File: config.mk
export PLATFORM = sky130hd
export DESIGN_NAME = reg_write_arbiter
export DESIGN_NICKNAME = d
export VERILOG_FILES = /design/src/rtl/reg_write_arbiter.sv
export SDC_FILE = /design/constraint.sdc
export NUM_CORES = 1
export LEC_CHECK = 0
export ABC_CLOCK_PERIOD_IN_PS = 1550
export BUFFER_PORTS_ARGS = -buffer_cell sky130_fd_sc_hd__buf_2
export CAP_MARGIN = 0
export CORE_MARGIN = 2
export CORE_UTILIZATION = 46
export CTS_CLUSTER_DIAMETER = 100
export CTS_CLUSTER_SIZE = 8
export DETAILED_ROUTE_END_ITERATION = 7
export GPL_ROUTABILITY_DRIVEN = 1
export PLACE_DENSITY = 0.89
export SYNTH_ARGS = -nofsm -noshare
export SYNTH_HDL_FRONTEND = slang
export SYNTH_SLANG_ARGS = --single-unit
export TNS_END_PERCENT = 5
File: constraint.sdc
create_clock -name clk -period 1.55 [get_ports clk]
set_input_delay 0.0775 -clock clk [delete_from_list [all_inputs] [get_ports clk]]
set_output_delay 0.0775 -clock clk [all_outputs]
set_load 0.005 [all_outputs]
File: src/rtl/reg_write_arbiter.sv
// Round-robin arbiter that shares the register file's single write port
// between the ALU writeback (A) and the load/immediate path (B).
module reg_write_arbiter #(
  parameter int DATA_W = 8
) (
  input  logic              clk,
  input  logic              rst,
  input  logic              req_a,
  input  logic [2:0]        addr_a,
  input  logic [DATA_W-1:0] data_a,
  output logic              gnt_a,
  input  logic              req_b,
  input  logic [2:0]        addr_b,
  input  logic [DATA_W-1:0] data_b,
  output logic              gnt_b,
  output logic [7:0]        wr_en,
  output logic [DATA_W-1:0] wr_data,
  output logic              last_src,
  output logic [7:0]        collide_cnt
);

  logic              elig_a;
  logic              elig_b;
  logic              win_a;
  logic              win_b;
  logic              collide;
  logic [2:0]        win_addr;
  logic [DATA_W-1:0] win_data;

  // A source granted this cycle sits out, so a held request is never granted twice.
  always_comb begin
    elig_a   = req_a & ~gnt_a;
    elig_b   = req_b & ~gnt_b;
    win_a    = elig_a & (~elig_b | last_src);
    win_b    = elig_b & (~elig_a | ~last_src);
    collide  = elig_a & elig_b & (addr_a == addr_b);
    win_addr = win_b ? addr_b : addr_a;
    win_data = win_b ? data_b : data_a;
  end

  // Register 0 maps to the MSB of wr_en, hence the right shift from bit 7.
  always_ff @(posedge clk) begin
    if (rst) begin
      gnt_a       <= 1'b0;
      gnt_b       <= 1'b0;
      wr_en       <= 8'h00;
      wr_data     <= '0;
      last_src    <= 1'b1;
      collide_cnt <= 8'h00;
    end else begin
      gnt_a <= win_a;
      gnt_b <= win_b;
      if (win_a | win_b) begin
        wr_en    <= 8'b1000_0000 >> win_addr;
        wr_data  <= win_data;
        last_src <= win_b;
      end else begin
        wr_en <= 8'h00;
      end
      if (collide && (collide_cnt != 8'hFF)) begin
        collide_cnt <= collide_cnt + 8'd1;
      end
    end
  end

endmodule

# After elaboration in Yosys (flattened, before gate mapping)
# Cells that the tools add are included.
[word_totals]
regBits = 27
out_inout_bits = 27
word_cells = 29
[op_classes]
addsub = 1
eq_ne = 2
n_shift = 1
n_mux = 2
bitwise_logic = 15
reduce_logical = 2
[ops]
columns = ["cell", "n"]
rows = [
  ["$add 8x1->8 const B", 1],
  ["$mux 8", 1],
  ["$ne 8x8->1 const B", 1],
  ["$shr 8x3->8 const A", 1],
  ["$and 1x1->1", 6],
  ["$not 1->1", 6],
  ["$eq 3x3->1", 1],
  ["$mux 3", 1],
  ["$or 1x1->1", 3],
  ["$reduce_or 2->1", 1],
  ["$logic_and 1x1->1", 1],
]

# Depth between registers and ports, before layout
# Gate-level depths: netlist of the first run.
[depth]
word_depth = 8
mapped_depth = 6

# Worst setup path before layout of the first run
# No wires, ideal clock.
[synth_timing]
path_type = "register to register"
startpoint = "register gnt_b"
endpoint = "register collide_cnt[5]"
setup_ns = 0.070
arrival_ns = 1.343
slack_ns = 0.136
path_stages_with_launch = 5
synth_period_minus_slack_ns = 1.414
path_cell_list = "dfxtp_1 -> and4bb_1 -> nand4_2 -> or4_1 -> a21oi_1"
[synth_via]
elab_chain_len = 5
[synth_lines]
columns = ["item", "line_no", "rtl"]
rows = [
  ["start: declaration", "15", "output logic gnt_b,"],
  ["start signal: assignment", "52", "gnt_b <= win_b;"],
  ["$not 1->1", "33", "elig_b = req_b & ~gnt_b;"],
  ["$and 1x1->1", "33", ""],
  ["$and 1x1->1 (2 in series)", "36", "collide = elig_a & elig_b & (addr_a == addr_b);"],
  ["$logic_and 1x1->1", "60", "if (collide && (collide_cnt != 8'hFF)) begin"],
  ["end signal: assignment", "61", "collide_cnt <= collide_cnt + 8'd1;"],
  ["end: declaration", "19", "output logic [7:0] collide_cnt"],
]
# Every way passes these cells.
# A chain may end at the register's enable or synchronous reset.

# Worst setup path after layout of the first run
[layout_timing]
startpoint = "register gnt_a"
endpoint = "register collide_cnt[7]"
[layout_via]
elab_chain_len = 5
[layout_lines]
columns = ["item", "line_no", "rtl"]
rows = [
  ["start: declaration", "11", "output logic gnt_a,"],
  ["start signal: assignment", "51", "gnt_a <= win_a;"],
  ["$not 1->1", "32", "elig_a = req_a & ~gnt_a;"],
  ["$and 1x1->1", "32", ""],
  ["$and 1x1->1 (2 in series)", "36", ""],
  ["$logic_and 1x1->1", "60", ""],
]
# Every way passes these cells.

==> flow_summary_export.csv, run 1 <==
group,metric,value,unit
run_status,status,"finished, violations left",
run_status,violations,"setup timing",
drt,dr.pass1.iters,4,
synthesis,synthDistinctLibCells,35,
global_route,grt-busiest-layer,"met2",
clock_network,clock-sinks,27,
timing,fmax,643,MHz
layout,layout_common_cells,"buf_2, dfxtp_1, mux2i_1",
synthesis,syn-num-nets,152,
worst_hold_path,min_from,"data_b[1]",
global_route,grt_use_met3,0.0535,
timing,worst_hold_slack,0.0116,ns
layout,layout.cells.non_filler,228,
global_route,grt_pass1_vias,1123,
clock_network,clockBufferDepth,2,
floorplan,start_util,0.490,
synthesis,postSynthCellCount,125,
floorplan,num_rows,18,
critical_path,r2r-end,"collide_cnt[7]",
run,maxCapViolations,0,
placed_design,place_inst,211,
synthesis,syn_area_per_cell,9.81,µm²
clock_network,path_clk_slew,0.16,ns
critical_path,crit_arrival,1.82,ns
layout,final_area,0.00175,mm²
critical_path,critPathMaxFanout,7,
pwr,p_leak,0.820,nW
clock_network,clk_latency,0.35,ns
layout,layout-drive-gt1-share,0.379,
drt,vias,1255,
drt,drtAntennaViolNets,0,
timing,clock_skew,0.0115,ns
global_route,grt_usage,0.197,
drt,routed_wl,3180,µm
drt,drc_errors,0,
floorplan,core,0.00250,mm²
synthesis,yosys-top-cells-area,"dfxtp_1, mux2i_1, o2bb2ai_1",
layout,synthToLayoutAreaGrowth,42.7,%
drt,drtIter0Drc,30,
clock_network,numCtsBuffers,3,
clock_network,cts_tree,"done",
timing,tightest_slew,0.361,ns
synthesis,ys_seq_area_frac,0.441,
critical_path,critPathKind,"reg -> reg",
worst_hold_path,min_to,"wr_data[1]",
timing,period_share,1.00,
pwr,totalPowerFinal,0.00132,W
critical_path,worstSetupStartpointType,"flop",
critical_path,regToRegSetupSlack,-0.005,ns
floorplan,io_pins,53,
global_route,grt_max_degree,17,
critical_path,required,1.81,ns
critical_path,cp-end-kind,"flop",
pwr,cellPowerDensity,757,mW/mm²
pwr,ir_drop,674,µV
timing,finalMaxSlewViolations,0,
drt,viasPerCell,5.50,
synthesis,yosys.area.top_type,"dfxtp_1",
layout,regArea,543,µm²
worst_hold_path,whs_path_depth,3,
clock_network,cts_root_buf,"clkbuf_4",
clock_network,htreeDepth,1,
placed_design,dp_hpwl,2150,µm
placed_design,port_buffers,52,
synthesis,synth_top_area_share,0.441,
global_route,antenna_found_initial,0,
timing,hold_viol_final,0,
floorplan,die_w,55.6,µm
layout,multi_input_comb_area,667,µm²
synthesis,synth_area,0.00123,mm²
floorplan,die-area,0.00309,mm²
worst_hold_path,worstHoldPathType,"in -> reg",
critical_path,reg2reg_depth,5,
timing,rsz0062_at_grt,"true",
synthesis,synth-seq-cells,27,
global_route,use_met2,0.361,
placed_design,placed_area,0.00157,mm²
global_route,use_met1,0.213,
timing,relSlewSlack,0.758,
timing,postLayoutSetupSlackWorst,-0.00470,ns
drt,wl_per_cell,13.9,µm
synthesis,synth-warning-count,0,
layout,fin_nets,226,
global_route,grt.overflow.total,0,
layout,antenna_cells,0,
timing,finalSetupViolations,1,
floorplan,die_h,55.6,µm
layout,layout_commonest_cell,"buf_2",
layout,fillCellCount,183,
timing,finalSetupTns,-0.00470,ns
timing,timing.final.crit_period,1.55,ns
placed_design,place.gp.congestion,0.960,
critical_path,r2r_start,"gnt_a",
global_route,grt_pass1_wl,4830,µm
report_power, final:
part           internal [W]  switching (W)
Sequential         0.000727      0.0000156
Clock             0.0000994       0.000228
Combinational      0.000137       0.000117
Total              0.000963       0.000362
metrics by stage:
step           worst slack [ns]   util
2_1_floorplan             0.136      -
4_1_cts                  0.0109  0.683
3_5_place_dp            0.00985  0.630
6_report               -0.00470  0.700
3_3_place_gp              0.101  0.630
5_1_grt                 -0.0560  0.700
state kept, by name (all words and copies together) (netlist names):
register,flops
gnt_a,1
collide_cnt,8
wr_data,8
wr_en,8
gnt_b,1
last_src,1
per-layer routing:
metal  routed length, µm  share of wire
met1                1290           0.41
met4                  58          0.018
met3                 232          0.073
met2                1590           0.50
met5                   0              0
worst max-delay path by stage:
stage,cells past startpoint,slack [ns],start,to
4_1_cts,5,0.01,gnt_a,collide_cnt[7]
3_5_place_dp,5,0.01,gnt_a,collide_cnt[7]
5_1_grt,5,-0.06,collide_cnt[1],collide_cnt[3]
6_report,5,-0.005,gnt_a,collide_cnt[7]
2_1_floorplan,4,0.14,gnt_b,collide_cnt[5]
3_3_place_gp,5,0.10,gnt_b,collide_cnt[7]
critical path, cell delays in order, from the launching register on:
cell and delay [ns]:
dfxtp_2 0.35, and4bb_1 0.30, nand4_4 0.15, buf_6 0.17
o31a_1 0.29, a211oi_1 0.21
layout make-up:
type,instances,share of cell area
multi-input cells,91,0.381
clock inverters,1,0.00429
inverters,2,0.00429
repair buffers,74,0.265
well taps,30,0.0215
clock buffers,3,0.0129
flip-flops and latches,27,0.310
what timing repair did:
item / 4_1_cts / 5_1_grt
setup endpoints to repair: 1 / 7
hold buffers: 9 / 1
gates resized for setup: 2 / 6
gates cloned: 0 / 1
buffers inserted: 0 / 2
hold endpoints to repair: 5 / 1
pin swaps: 0 / 3
kinds of logic after synthesis:
logic type      Yosys count  synth area share
simple gates             51             0.247
flops                    27             0.441
compound gates           22             0.130
mux                      14             0.114
buf+inv                   7            0.0306
xor+xnor                  3            0.0276
fa+ha+maj                 1            0.0102
cell usage after synthesis:
cell type / n
mux2i_1: 14
nand2_1: 6
o21bai_1: 1
xnor2_2: 1
and3b_1: 1
or2_0: 1
dfxtp_1: 27
nor2b_1: 4
and2b_1: 1
and3_1: 1
o2bb2ai_1: 8
and4bb_1: 1
nand4_2: 1
nand3_1: 4
buf_6: 1
buf_4: 1
xnor2_1: 2
clkbuf_1: 2
a211oi_1: 2
nand2b_1: 7
buf_1: 1
nor3_1: 4
inv_1: 2
nor4_1: 3
nand3b_1: 1
ha_1: 1
o21ai_0: 3
or4_1: 3
nand4_1: 1
nor3b_1: 4
o31a_1: 1
nor2_1: 7
a21oi_1: 4
o31ai_1: 3
or3_1: 1
Power figures use the tool's default switching activity.
==> run 2, diff against run 1 <==
Settings changed: GPL_ROUTABILITY_DRIVEN 1 to not set, PLACE_DENSITY 0.89 to 0.78.
==> run 2 against run 1 <==
Effect of this change:
- the run now ends clean
- clock skew is 0.0058 ns lower
- core utilization decreased by 4.7 points
- routed wire length is 14% lower
- maximum frequency increased by 1.9%
- sequential share of layout area is 2.4 points higher
- critical path type unchanged
- total power shrank 4.2%
- via count down 11%
- register-to-register slack improved by 0.03 ns
- sequential power is essentially flat
- highest routed layer unchanged
==> flow_summary_export.csv, run 2 (synthesized netlist as in run 1, its figures left out) <==
group,metric,value,unit
run_status,status,"complete, no violations",
pwr,cellPowerDensity,777,mW/mm²
floorplan,num_rows,18,
timing,clock_skew,0.00574,ns
critical_path,required,1.80,ns
floorplan,die_h,55.6,µm
worst_hold_path,worstHoldPathType,"in -> reg",
critical_path,crit_slowest_cell,"dfxtp_2",
timing,finalSetupTns,0,ns
drt,viasPerCell,5.15,
global_route,antenna_found_initial,0,
floorplan,core,0.00250,mm²
timing,timing.final.crit_period,1.53,ns
drt,vias,1118,
floorplan,die_w,55.6,µm
timing,worst_hold_slack,0.0158,ns
critical_path,worstSetupStartpointType,"flop",
critical_path,critPathTopFamily,"compound AO/OA/AOI/OAI gates",
global_route,grt_max_degree,16,
pwr,seq_power_share,0.585,
layout,layout_common_cells,"buf_2, dfxtp_1, mux2i_1",
critical_path,critPathKind,"reg -> reg",
critical_path,critPathBufInv,1,
placed_design,place_inst,212,
timing,period_share,0.984,
clock_network,path_clk_slew,0.14,ns
layout,antenna_cells,0,
pwr,ir_drop,440,µV
timing,rsz0062_at_grt,"true",
global_route,grt_pass1_wl,4610,µm
layout,synthToLayoutAreaGrowth,33.2,%
timing,relSlewSlack,0.778,
clock_network,cts_root_buf,"clkbuf_4",
placed_design,dp_hpwl,2100,µm
timing,hold_viol_final,0,
global_route,grt.overflow.total,0,
critical_path,critPathMaxStageDelay,0.34,ns
placed_design,place.gp.congestion,0.835,
layout,reg_top3,"collide_cnt: 8 flops, wr_data: 8 flops, wr_en: 8 flops",
timing,fmax,656,MHz
global_route,grt_usage,0.183,
clock_network,htreeDepth,1,
layout,layout_commonest_cell,"buf_2",
layout,layout-drive-gt1-share,0.401,
layout,fillCellCount,212,
clock_network,clock-sinks,27,
layout,layout.cells.non_filler,217,
critical_path,path_cells,"and4bb_1 > nand4_4 > buf_6 > o31a_1 > a211oi_2",
drt,routed_wl,2730,µm
pwr,totalPowerFinal,0.00127,W
clock_network,numCtsBuffers,3,
floorplan,die-area,0.00309,mm²
pwr,pwr-share-clk,0.236,
drt,wl_per_cell,12.6,µm
clock_network,cts_tree,"done",
critical_path,critPathMaxFanout,8,
clock_network,clk_latency,0.31,ns
drt,drtAntennaViolNets,0,
pwr,p_leak,0.772,nW
drt,dr.pass1.iters,4,
run,maxCapViolations,0,
pwr,p_int,0.000944,W
floorplan,io_pins,53,
timing,finalMaxSlewViolations,0,
floorplan,start_util,0.490,
timing,finalSetupViolations,0,
pwr,p_comb_frac,0.179,
placed_design,port_buffers,52,
global_route,grt_pass1_vias,1010,
critical_path,crit_arrival,1.77,ns
critical_path,cp-end-kind,"flop",
layout,fin_nets,215,
clock_network,hold_buffers,0,
drt,drtIter0Drc,24,
pwr,switching_share,0.256,
drt,drc_errors,0,
pwr,power_switching,0.000325,W
timing,tightest_slew,0.332,ns
clock_network,clockBufferDepth,2,
[run 2: cell count changes in the layout (fill, tap and decap cells not counted), sizes merged]
cell and change:
dlygate4sd3 -10, buf -1, clkbuf +1, clkinvlp -1
[run 2: through the flow]
| stage | area [µm²] | util | worst slack (ns) |
|---|---|---|---|
| CTS | 1630 | 0.652 | 0.00131 |
| finish | 1630 | 0.653 | 0.0245 |
| floorplan | 1230 | - | 0.136 |
| global route | 1630 | 0.653 | -0.0439 |
| global placement | 1570 | 0.628 | 0.0774 |
| detailed placement | 1570 | 0.628 | -0.0628 |
[run 2: worst paths after layout]
check,from,end,slack (ns),depth (start not counted)
worst max-delay path,gnt_b,collide_cnt[7],0.02,5
worst min-delay path,data_b[4],wr_data[4],0.02,3
worst max register to register,gnt_b,collide_cnt[7],0.02,5
worst min register to register,wr_data[4],wr_data[4],0.48,1
[run 2: area by class of cell]
cell class | count | area (µm²) | share of cell area
Tap cell | 30 | 37.5 | 0.0230
Clock buffer | 4 | 26.3 | 0.0161
Timing Repair Buffer | 63 | 347 | 0.212
Sequential cell | 27 | 546 | 0.334
Inverter | 2 | 7.51 | 0.00460
Multi-Input combinational cell | 91 | 669 | 0.410
[run 2: power groups by stage]
stage / registers, W / clock network [W] / logic (W)
finish: 0.000743 / 0.000299 / 0.000227
CTS: 0.000743 / 0.000301 / 0.000229
floorplan: 0.000760 / 0 / 0.000114
global placement: 0.000756 / 0 / 0.000216
detailed placement: 0.000756 / 0 / 0.000224
global route: 0.000747 / 0.000333 / 0.000251
[run 2: tightest hold or removal path, stage by stage]
cell       delay [ns]
buf_2            0.07
mux2i_1          0.05
o2bb2ai_1        0.11
[run 2: metal layers]
layer,wire length [µm],track usage
met3,152,0.0349
met5,0,0
met1,1250,0.248
met2,1310,0.301
met4,15,0.0418
[run 2: timing repair]
action,CTS,global route
setup buffers,1,0
gates resized for setup,6,4
endpoints found under the setup margin,2,8
pin swaps,1,3
==> run 3, diff against run 2 <==
Settings changed: RECOVER_POWER set to 50.
==> run 3 against run 2 <==
Effect of this change:
- design area decreased by 0.15%
- cell count unchanged
- clock power about the same
- sequential share of layout area about the same
- critical path type unchanged
- largest cell class unchanged
- largest power group unchanged
- highest routed layer unchanged
==> flow_summary_export.csv, run 3 (synthesized netlist as in run 1, its figures left out) <==
group,metric,value,unit
run_status,status,"complete, no violations",
global_route,use_met1,0.248,
critical_path,cp-end-kind,"flop",
layout,utilization,0.652,
timing,period_share,0.983,
global_route,use_met2,0.301,
layout,final_area,0.00163,mm²
critical_path,critPathKind,"reg -> reg",
clock_network,numCtsBuffers,3,
layout,layout_commonest_cell,"buf_2",
global_route,antenna_found_initial,0,
layout,regArea,544,µm²
layout,fillCellCount,214,
critical_path,regToRegSetupSlack,0.03,ns
drt,drtAntennaViolNets,0,
clock_network,cts_tree,"done",
global_route,grt_pass1_vias,1010,
critical_path,path_cells,"and4bb_1 > nand4_4 > buf_6 > o31a_1 > a211oi_2",
floorplan,die_h,55.6,µm
pwr,p_leak,0.767,nW
global_route,grt_use_met3,0.0349,
global_route,grt_usage,0.183,
pwr,cellPowerDensity,778,mW/mm²
timing,timing.final.crit_period,1.52,ns
drt,dr.pass1.iters,4,
critical_path,worstSetupStartpointType,"flop",
placed_design,port_buffers,52,
clock_network,htreeDepth,1,
critical_path,r2r-end,"collide_cnt[7]",
layout,layout_common_cells,"buf_2, dfxtp_1, mux2i_1",
placed_design,placed_area,0.00157,mm²
pwr,ir_drop,440,µV
floorplan,die-area,0.00309,mm²
layout,fin_nets,215,
placed_design,dp_hpwl,2100,µm
worst_hold_path,min_from,"data_b[4]",
worst_hold_path,worstHoldPathType,"in -> reg",
floorplan,io_pins,53,
layout,synthToLayoutAreaGrowth,33.0,%
drt,viasPerCell,5.15,
clock_network,clockBufferDepth,2,
timing,clock_skew,0.00574,ns
critical_path,r2r_start,"gnt_a",
clock_network,clk_latency,0.31,ns
layout,layout-drive-gt1-share,0.390,
critical_path,reg2reg_depth,5,
drt,vias,1118,
floorplan,core,0.00250,mm²
layout,reg_top3,"collide_cnt: 8 flops, wr_data: 8 flops, wr_en: 8 flops",
critical_path,critPathMaxStageDelay,0.35,ns
timing,finalMaxSlewViolations,0,
drt,drc_errors,0,
clock_network,cts_root_buf,"clkbuf_4",
global_route,grt.overflow.total,0,
clock_network,path_clk_slew,0.14,ns
layout,multi_input_comb_area,669,µm²
timing,relSlewSlack,0.778,
placed_design,place.gp.congestion,0.835,
timing,rsz0062_at_grt,"true",
critical_path,crit_arrival,1.77,ns
floorplan,die_w,55.6,µm
run,maxCapViolations,0,
timing,fmax,657,MHz
layout,antenna_cells,0,
global_route,grt-busiest-layer,"met2",
timing,tightest_slew,0.332,ns
clock_network,clock-sinks,27,
drt,wl_per_cell,12.6,µm
global_route,grt_pass1_wl,4610,µm
global_route,grt_max_degree,16,
drt,drtIter0Drc,25,
critical_path,critPathMaxFanout,8,
drt,routed_wl,2730,µm
worst_hold_path,whs_path_depth,3,
timing,finalSetupViolations,0,
critical_path,crit_slowest_cell,"dfxtp_2",
pwr,totalPowerFinal,0.00127,W
worst_hold_path,min_to,"wr_data[4]",
floorplan,num_rows,18,
timing,hold_viol_final,0,
critical_path,required,1.80,ns
floorplan,start_util,0.490,
timing,finalSetupTns,0,ns
## run 3: cell count changes in the layout (fill, tap and decap cells not counted)
cell	before	now
dfxtp_2	4	3
clkbuf_1	1	2
dfxtp_1	23	24
buf_2	52	51
## run 3: critical path: cells and delay by family (launching register included)
kind                   cells  cell delay, ns
buffers and inverters      1            0.17
AND/OR/NAND/NOR            2            0.43
AO/OA/AOI/OAI              2            0.51
flip-flops                 1            0.35
## run 3: through the flow
step                      worst slack (ns)  std cells  hold WS, ns
after floorplan                      0.136        125        0.240
after global placement              0.0774        212        0.339
after detailed placement           -0.0628        212        0.361
after CTS                          0.00131        217       0.0143
after global routing               -0.0439        217       0.0215
final                               0.0268        217       0.0158
## run 3: area by class of cell
cell class,instances,area share
multi-input cells,91,0.411
flip-flops and latches,27,0.334
repair buffers,63,0.212
well taps,30,0.0230
clock buffers,4,0.0161
inverters,2,0.00460
## run 3: worst max-delay path by stage
stage / from / slack, ns / cells after the start / to
2_1_floorplan: gnt_b / 0.14 / 4 / collide_cnt[5]
3_3_place_gp: gnt_b / 0.08 / 5 / collide_cnt[7]
3_5_place_dp: gnt_a / -0.06 / 5 / collide_cnt[7]
4_1_cts: gnt_a / 0.001 / 5 / collide_cnt[7]
5_1_grt: collide_cnt[1] / -0.04 / 5 / collide_cnt[3]
6_report: gnt_a / 0.03 / 5 / collide_cnt[7]
## run 3: layer usage
metal,up-vias,part of all wire
li1,583,-
met1,497,0.46
met2,36,0.48
met3,2,0.056
met4,0,0.0055
met5,-,0
## run 3: repair_timing
item / 4_1_cts / 5_1_grt
pin swaps: 1 / 3
setup endpoints to repair: 2 / 8
hold buffers: 0 / 0
buffers inserted: 1 / 0
resized for setup: 6 / 4
## run 3: where the power goes
| part | leakage (nW) | internal [W] | total (W) | switching (W) |
|---|---|---|---|---|
| Clock | 0.0150 | 0.000100 | 0.000299 | 0.000198 |
| Sequential | 0.222 | 0.000726 | 0.000743 | 0.0000164 |
| Combinational | 0.530 | 0.000117 | 0.000227 | 0.000110 |
